<file path="src/rtl/uart_pkg.sv">
// Shared UART types and width helpers used by the receive path, its FIFO and the transmitter.
package uart_pkg;

  localparam int unsigned UART_DATA_BITS  = 8;
  localparam int unsigned UART_FIFO_DEPTH = 16;

  // One received character with its line-error flags.
  typedef struct packed {
    logic                      frame_err;
    logic                      parity_err;
    logic [UART_DATA_BITS-1:0] data;
  } rx_entry_t;

  // Pointer width with the extra wrap bit that separates full from empty.
  function automatic int unsigned ptr_width(input int unsigned depth);
    return $clog2(depth) + 1;
  endfunction

  function automatic bit is_pow2(input int unsigned n);
    return (n >= 2) && ((n & (n - 1)) == 0);
  endfunction

endpackage

</file>
<file path="src/rtl/uart_sync_fifo.sv">
// Generic single-clock first-word-fall-through FIFO with wrap-bit pointers and a registered count.
module uart_sync_fifo
  import uart_pkg::*;
#(
  parameter int unsigned WIDTH = 10,
  parameter int unsigned DEPTH = 16
) (
  input  logic                   clk,
  input  logic                   reset_n,
  input  logic                   push,
  input  logic [WIDTH-1:0]       wr_data,
  input  logic                   pop,
  output logic [WIDTH-1:0]       rd_data,
  output logic                   full,
  output logic                   empty,
  output logic [$clog2(DEPTH):0] count
);

  localparam int unsigned AW = $clog2(DEPTH);
  localparam int unsigned PW = ptr_width(DEPTH);

  logic [PW-1:0]    wr_ptr_q, wr_ptr_d;
  logic [PW-1:0]    rd_ptr_q, rd_ptr_d;
  logic [PW-1:0]    count_q, count_d;
  logic [WIDTH-1:0] mem [DEPTH];
  logic             do_push;
  logic             do_pop;

  assign empty   = (wr_ptr_q == rd_ptr_q);
  assign full    = (wr_ptr_q[AW] != rd_ptr_q[AW]) &&
                   (wr_ptr_q[AW-1:0] == rd_ptr_q[AW-1:0]);
  assign rd_data = mem[rd_ptr_q[AW-1:0]];
  assign count   = count_q;

  always_comb begin
    // NOTE: every signal gets a default before any branch so no path leaves it unassigned,
    // which would otherwise infer a latch.
    do_pop   = pop & ~empty;
    do_push  = push & (~full | do_pop);
    wr_ptr_d = wr_ptr_q;
    rd_ptr_d = rd_ptr_q;
    count_d  = count_q;

    if (do_push) wr_ptr_d = wr_ptr_q + PW'(1);
    if (do_pop)  rd_ptr_d = rd_ptr_q + PW'(1);

    unique case ({do_push, do_pop})
      2'b10:   count_d = count_q + PW'(1);
      2'b01:   count_d = count_q - PW'(1);
      default: count_d = count_q;
    endcase
  end

  // NOTE: sequential state uses non-blocking assignments so every flop samples pre-edge values.
  always_ff @(posedge clk or negedge reset_n) begin
    if (!reset_n) begin
      wr_ptr_q <= '0;
      rd_ptr_q <= '0;
      count_q  <= '0;
    end else begin
      wr_ptr_q <= wr_ptr_d;
      rd_ptr_q <= rd_ptr_d;
      count_q  <= count_d;
    end
  end

  // NOTE: storage is deliberately not reset; pointers alone define which words are valid.
  // A full push that coincides with a pop reuses the slot the head is leaving.
  always_ff @(posedge clk) begin
    if (do_push) mem[wr_ptr_q[AW-1:0]] <= wr_data;
  end

endmodule

</file>
<file path="src/rtl/uart_rx_fifo.sv">
// Receive buffer behind the UART receiver: one entry per data-ready pulse, drop-on-full,
// sticky overflow flag and a first-word-fall-through valid/ready consumer port.
module uart_rx_fifo
  import uart_pkg::*;
#(
  parameter int unsigned DATA_BITS = UART_DATA_BITS,
  parameter int unsigned DEPTH     = UART_FIFO_DEPTH
) (
  input  logic                   clk,
  input  logic                   reset_n,
  input  logic [DATA_BITS-1:0]   rx_data,
  input  logic                   rx_valid,
  input  logic                   rx_parity_err,
  input  logic                   rx_frame_err,
  output logic [DATA_BITS-1:0]   m_data,
  output logic                   m_parity_err,
  output logic                   m_frame_err,
  output logic                   m_valid,
  input  logic                   m_ready,
  output logic [$clog2(DEPTH):0] count,
  output logic                   full,
  output logic                   empty,
  output logic                   overflow,
  input  logic                   ovf_clear
);

  if (!is_pow2(DEPTH)) begin : g_depth_check
    $fatal(1, "uart_rx_fifo: DEPTH must be a power of 2 and >= 2");
  end

  typedef struct packed {
    logic                 frame_err;
    logic                 parity_err;
    logic [DATA_BITS-1:0] data;
  } entry_t;

  logic   rx_valid_q, rx_valid_d;
  logic   overflow_q, overflow_d;
  logic   push;
  logic   pop;
  logic   drop;
  entry_t wr_entry;
  entry_t rd_entry;

  // The receiver holds rx_valid as a level; only its rising edge is a new character.
  assign push = rx_valid & ~rx_valid_q;
  assign pop  = m_valid & m_ready;
  assign drop = push & full & ~pop;

  assign wr_entry = '{frame_err: rx_frame_err, parity_err: rx_parity_err, data: rx_data};

  always_comb begin
    rx_valid_d = rx_valid;
    overflow_d = overflow_q;
    if (ovf_clear) overflow_d = 1'b0;
    if (drop)      overflow_d = 1'b1;
  end

  always_ff @(posedge clk or negedge reset_n) begin
    if (!reset_n) begin
      rx_valid_q <= 1'b0;
      overflow_q <= 1'b0;
    end else begin
      rx_valid_q <= rx_valid_d;
      overflow_q <= overflow_d;
    end
  end

  uart_sync_fifo #(
    .WIDTH ($bits(entry_t)),
    .DEPTH (DEPTH)
  ) u_fifo (
    .clk     (clk),
    .reset_n (reset_n),
    .push    (push),
    .wr_data (wr_entry),
    .pop     (pop),
    .rd_data (rd_entry),
    .full    (full),
    .empty   (empty),
    .count   (count)
  );

  assign m_valid      = ~empty;
  assign m_data       = rd_entry.data;
  assign m_parity_err = rd_entry.parity_err;
  assign m_frame_err  = rd_entry.frame_err;
  assign overflow     = overflow_q;

endmodule

</file>
<file path="config.mk">
export PLATFORM = sky130hd
export DESIGN_NAME = uart_rx_fifo
export DESIGN_NICKNAME = d
export VERILOG_FILES = /design/src/rtl/uart_pkg.sv /design/src/rtl/uart_sync_fifo.sv /design/src/rtl/uart_rx_fifo.sv
export SDC_FILE = /design/constraint.sdc
export NUM_CORES = 1
export LEC_CHECK = 0
export ABC_CLOCK_PERIOD_IN_PS = 2800
export BUFFER_PORTS_ARGS = -buffer_cell sky130_fd_sc_hd__buf_4
export CAP_MARGIN = 20
export CORE_ASPECT_RATIO = 1.75
export CORE_UTILIZATION = 55
export CTS_CLUSTER_SIZE = 25
export DETAILED_ROUTE_END_ITERATION = 16
export GPL_ROUTABILITY_DRIVEN = 0
export HOLD_SLACK_MARGIN = 0.1
export PLACE_DENSITY = 0.75
export REMOVE_ABC_BUFFERS = 1
export SLEW_MARGIN = 5
export SYNTH_ARGS = -nofsm -noshare
export SYNTH_HDL_FRONTEND = slang
export SYNTH_SLANG_ARGS = --single-unit
</file>
<file path="constraint.sdc">
create_clock -name clk -period 2.8 [get_ports clk]
set_clock_uncertainty 0.15 [all_clocks]
set_input_delay 0.7 -clock clk [delete_from_list [all_inputs] [get_ports clk]]
set_output_delay 0.7 -clock clk [all_outputs]
set_load 0.02 [all_outputs]
</file>
After elaboration in Yosys (flattened, before gate mapping)

Memories as Yosys holds them, arrays and structs flattened.
Index checks and enable logic that the tools add are counted.
Widths: inputs -> output; s select.

Register bits after elaboration: 17
Bits in writable memories: 160
Input port bits: 15
Output and inout bits: 19
Logic and storage cells: 34
Memories kept: 1

Memories:

| name       | words | width | rd ports | clocked after memory_dff | wr ports | RTL line             | text |
|---|---|---|---|---|---|---|---|
| u_fifo.mem | 16    | 10    | 1        | 0                        | 1        | uart_sync_fifo.sv:25 | `logic [WIDTH-1:0] mem [DEPTH];` |

Add/sub/neg operators: 4
Equality and inequality tests: 5
Mux-type cells: 5
Bitwise operators: 11
Reduce and logical (&&, ||, !) cells: 3

Operators by type and width:

| kind                | count |
|---|---|
| $add 5x1->5 const B | 3 |
| $pmux 5 s2          | 1 |
| $and 1x1->1         | 6 |
| $eq 5x5->1          | 1 |
| $sub 5x1->5 const B | 1 |
| $eq 4x4->1          | 1 |
| $mux 1              | 4 |
| $not 1->1           | 4 |
| $reduce_bool 2->1   | 2 |
| $eq 2x1->1 const B  | 1 |
| $eq 2x2->1 const B  | 1 |
| $logic_and 1x1->1   | 1 |
| $ne 1x1->1          | 1 |
| $or 1x1->1          | 1 |

Depth between registers and ports, before layout

Depth after elaboration: 8
Mapped depth: 13
Mapped depth without buffers: 11

Modules after synthesis

Synthesis repeated with hierarchy kept, for this count alone.

Cells, all modules: 361
Area, all modules: 7206.9 µm²

Modules (own cells, without submodules):

| module         | times used | cells each | area an instance (µm²) | seq. area each (µm²) |
|---|---|---|---|---|
| uart_sync_fifo | 1          | 353        | 7115.6                 | 5180.0 |
| uart_rx_fifo   | 1          | 8          | 91.3                   | 50.0 |

Least setup slack after synthesis

Ideal clock, no wire load.

Path kind: input -> register
Start point: in m_ready
End point: reg u_fifo.count_q[3] (netlist: u_fifo.count[3])
Library setup time: 111 ps
Arrival time: 2620 ps
Required time: 2539 ps
Slack: -81 ps
Cell stages on the path: 11
Path buffers: 1
Path through: clkbuf_1 -> inv_1 -> a21oi_2 -> nand2_1 -> inv_1 -> ha_1 -> a21o_1 -> a21oi_1 -> xnor2_1 -> o32ai_1 -> a222oi_1

Word-level cells in the longest chain between the ends: 6
Elaborated cells on any way between the ends: 8
Classes of those cells: 2 x eq/ne; 1 x mux; 4 x bitwise; 1 x reduce/logical

RTL lines:

| item                                            | RTL line             | text |
|---|---|---|
| start, declared                                 | uart_rx_fifo.sv:19   | `input logic m_ready,` |
| $and 1x1->1 (*)                                 | uart_rx_fifo.sv:47   | `assign pop = m_valid & m_ready;` |
| $and 1x1->1 (*)                                 | uart_sync_fifo.sv:38 | `do_pop = pop & ~empty;` |
| $or 1x1->1                                      | uart_sync_fifo.sv:39 | `do_push = push & (~full \| do_pop);` |
| $and 1x1->1                                     | uart_sync_fifo.sv:39 |  |
| $eq 2x1->1 or $eq 2x2->1 (tied branches)        | uart_sync_fifo.sv:47 | `unique case ({do_push, do_pop})` |
| $pmux 5 s2 or $reduce_bool 2->1 (tied branches) | --                   |  |
| end signal, assigned                            | uart_sync_fifo.sv:63 | `count_q <= count_d;` |
| end, declared                                   | uart_sync_fifo.sv:24 | `logic [PW-1:0] count_q, count_d;` |

Mark *: on every way between the ends. The rest lies on a longest branch, timed or not.
A chain may end at the register's enable or synchronous reset.

Worst setup path after layout

Start point: reg u_fifo.rd_ptr_q[0]
End point: out m_data[5]

Word-level cells in the longest chain between the ends: 1

RTL lines:

| item                   | RTL line             | text |
|---|---|---|
| start, declared        | uart_sync_fifo.sv:23 | `logic [PW-1:0] rd_ptr_q, rd_ptr_d;` |
| start signal, assigned | uart_sync_fifo.sv:62 | `rd_ptr_q <= rd_ptr_d;` |
| $mem_v2 16x10          | --                   |  |
| end, declared          | uart_rx_fifo.sv:15   | `output logic [DATA_BITS-1:0] m_data,` |

No other way between the ends.

==> results.tsv <==
stage	metric	value	unit
routing	via count	3811	
routing	WL final	14700	um
worst_setup_path	critical path class	reg -> out	
timing	FMAX	322	MHz
power	PwrDens	1040	mW/mm^2
die	Top Ports	34	
worst_setup_path	CP max-delay cell	dfrtp_2	
worst_hold_path	Worst Hold Class	in -> reg	
routing	DRC Markers	0	
timing	final slew viol count	0	
clocking	clock root buffer	clkbuf_16	
clocking	CTS tree	done	
clocking	H-tree depth	4	
yosys	warnings from Yosys	0	
die	number of cell rows	55	
placement	I/O Buffers	33	
yosys	Mapped Cells	386	
clocking	CTS Buffer Depth	2	
yosys	Synth async-reset ratio	0.0960	
routing	ANT nets after route	0	
global_route	Congestion Overflow GR	0	
yosys	Seq/Total Area, Yosys	0.713	
worst_setup_path	Setup crit end kind	primary output	
timing	Tcrit/Tclk final	1.11	
yosys	Netlist cell types	42	
timing	RSZ-0062 raised after global routing	yes	
yosys	syn avg cell area	19.0	um^2
yosys	synthesized area	0.00733	mm^2
layout	P&R area growth vs syn	20.8	%
die	Die Span Y	155	um
run_status	status	finished, violations left	
global_route	first-pass GRT wire length	22500	um
worst_setup_path	peak fanout along the critical path	6	
clocking	CTS Buf Count	17	
power	Leak	0.00310	uW
layout	ANT cells	0	
global_route	largest net degree at the start of global routing	44	
die	Placeable Area	0.0129	mm^2
timing	Least-Margin Pin Slew	0.476	ns
worst_setup_path	crit path cell chain	buf_12, mux4_2, nor2b_1, a211oi_2, a21oi_1, buf_4	
routing	vias per inst	5.90	
routing	WL per Instance	22.8	um
layout	Post-Route Utilization	0.685	
run_status	failing checks	setup timing	
timing	Setup TNS Final	-2.88	ns
clocking	CTS clk-pin slew, worst paths	0.07	ns
worst_setup_path	Startpoint Class	flip-flop	
worst_setup_path	Worst Path Required	1.95	ns
global_route	initial antenna violation count	0	
worst_setup_path	slowest stage delay, CP	0.51	ns
layout	Layout Nets	486	
yosys	Post-synth EDFFs	160	
yosys	Synth top area share	0.655	
die	chip width	89.3	um
die	total die area	0.0138	mm^2
global_route	global-route usage over all layers	0.236	
timing	final worst setup slack	-0.307	ns
yosys	Synth area leaders	edfxtp_1 66%, mux4_2 12%, dfrtp_1 5.8%	
routing	Initial DRC Count	270	
clocking	total clock sinks	177	
global_route	vias in the first global route	4057	
die	Initial Utilization	0.567	
layout	layout cells sized above 1	0.379	
power	maximum VDD drop	0.000952	V
timing	Fin Hold WS	0.242	ns
yosys	top_reg_cell synth	edfxtp_1	
routing	1st-pass router iterations	4	
yosys	dominant cell type by area after synthesis	edfxtp_1	
timing	fin crit period	3.11	ns
yosys	synthesis-stage register bit count	177	
run	Max Cap Viol	0	
timing	endpoints failing hold	0	
timing	Setup violations, final	12	
placement	DP HPWL	9100	um
clocking	Worst-Skew Late Latency	0.43	ns
worst_setup_path	WP data arrival	2.26	ns
timing	max_slew headroom	0.683	
## cells in the mapped netlist (all sizes together), types with 8 or more instances
cell / instances
mux2i: 12
a21oi: 15
clkbuf: 10
edfxtp: 160
nor2b: 11
dfrtp: 17
ha: 8
inv: 8
mux4: 40
and2: 12
a211oi: 11
xnor2: 14
buf: 13
## worst max-delay path: cells and delay by family, from the launching register on
kind | cells | cell delay, ns
AOI/OAI and AO/OA | 2 | 0.32
buffers and inverters | 2 | 0.36
DFF | 1 | 0.51
muxes | 1 | 0.48
and+or+nand+nor | 1 | 0.16
## area by class of cell
| class | count | area, um^2 |
|---|---|---|
| multi-input combinational | 178 | 2080 |
| tap | 171 | 214 |
| clock inverter | 15 | 144 |
| sequential | 177 | 5230 |
| fill | 877 | 4080 |
| timing repair buffer | 80 | 736 |
| clock buffer | 17 | 425 |
| inverter | 8 | 30.0 |
## registers in the layout, indices dropped and copies added (netlist names)
name / flops
overflow: 1
u_fifo.mem: 160
u_fifo.rd_ptr_q: 5
rx_valid_q: 1
u_fifo.count: 5
u_fifo.wr_ptr_q: 5
## stage by stage
step / total power, uW / instance area (um^2) / worst slack (ns) / std cells
2_1_floorplan: 5400 / 7210 / -1.33 / 363
3_3_place_gp: 6410 / 7980 / 0.0717 / 605
3_5_place_dp: 6480 / 7980 / 0.00124 / 605
4_1_cts: 9110 / 8750 / -0.321 / 643
5_1_grt: 9650 / 8860 / -0.393 / 646
6_report: 9250 / 8860 / -0.307 / 646
## path summary, 6_finish.rpt
path                                     from            endpoint  slack, ns  depth (start not counted)
setup / recovery           u_fifo.rd_ptr_q[0]           m_data[5]      -0.31                          6
hold / removal                       rx_valid          rx_valid_q       0.24                          1
setup reg to reg           u_fifo.rd_ptr_q[0]     u_fifo.count[3]      -0.12                         12
hold reg to reg               u_fifo.count[4]     u_fifo.count[4]       0.33                          1
min in group asynchronous             reset_n  u_fifo.wr_ptr_q[4]       0.52                          2
max in group asynchronous             reset_n  u_fifo.rd_ptr_q[0]       1.76                          2
## cells in the final DEF, fill, tap and decap left out, types with 2 or more instances in the layout
cell / n
a211oi_2: 10
a21oi_1: 11
a21oi_2: 4
a31oi_1: 2
and2_1: 12
and3b_1: 2
and4_1: 4
buf_12: 3
buf_16: 2
buf_4: 66
buf_6: 4
buf_8: 3
clkbuf_16: 18
clkinv_4: 3
clkinv_8: 2
dfrtp_1: 16
edfxtp_1: 160
ha_1: 7
inv_1: 7
inv_6: 4
inv_8: 3
mux2i_1: 11
mux4_2: 40
nand2_1: 6
nand2b_1: 2
nand3_1: 4
nand4_1: 4
nor2_1: 6
nor2b_1: 8
nor2b_4: 3
o21ai_0: 4
o22ai_1: 2
xnor2_1: 11
xnor2_2: 2
xor2_1: 5
## cell families (layout without fill, tap and decap cells)
| kind of cell | Yosys count | after routing | share of synthesized area |
|---|---|---|---|
| flops | 177 | 177 | 0.713 |
| simple gates | 54 | 54 | 0.0442 |
| mux | 53 | 53 | 0.141 |
| compound gates | 43 | 43 | 0.0403 |
| buf+inv | 31 | 120 | 0.0215 |
| xor+xnor | 19 | 19 | 0.0237 |
| fa+ha+maj | 9 | 9 | 0.0164 |
## per-layer routing
metal | vias to the layer above | wire [um] | track usage
li1 | 1705 | - | -
met1 | 1953 | 5470 | 0.274
met2 | 127 | 8220 | 0.410
met3 | 26 | 682 | 0.0560
met4 | 0 | 364 | 0.101
met5 | - | 0 | 0
## what timing repair did
item / 4_1_cts / 5_1_grt
endpoints found under the setup margin: 11 / 16
setup buffers: 2 / 3
hold endpoints to repair: 17 / 0
pin swaps: 9 / 12
hold buffers: 1 / 0
cloned: 3 / 0
gates resized for setup: 23 / 20
## power by group
part	switching (uW)	internal (uW)
sequential	180	3120
clock	1070	1180
combinational	1840	1850
No activity file was read; power rests on OpenSTA's default activity.
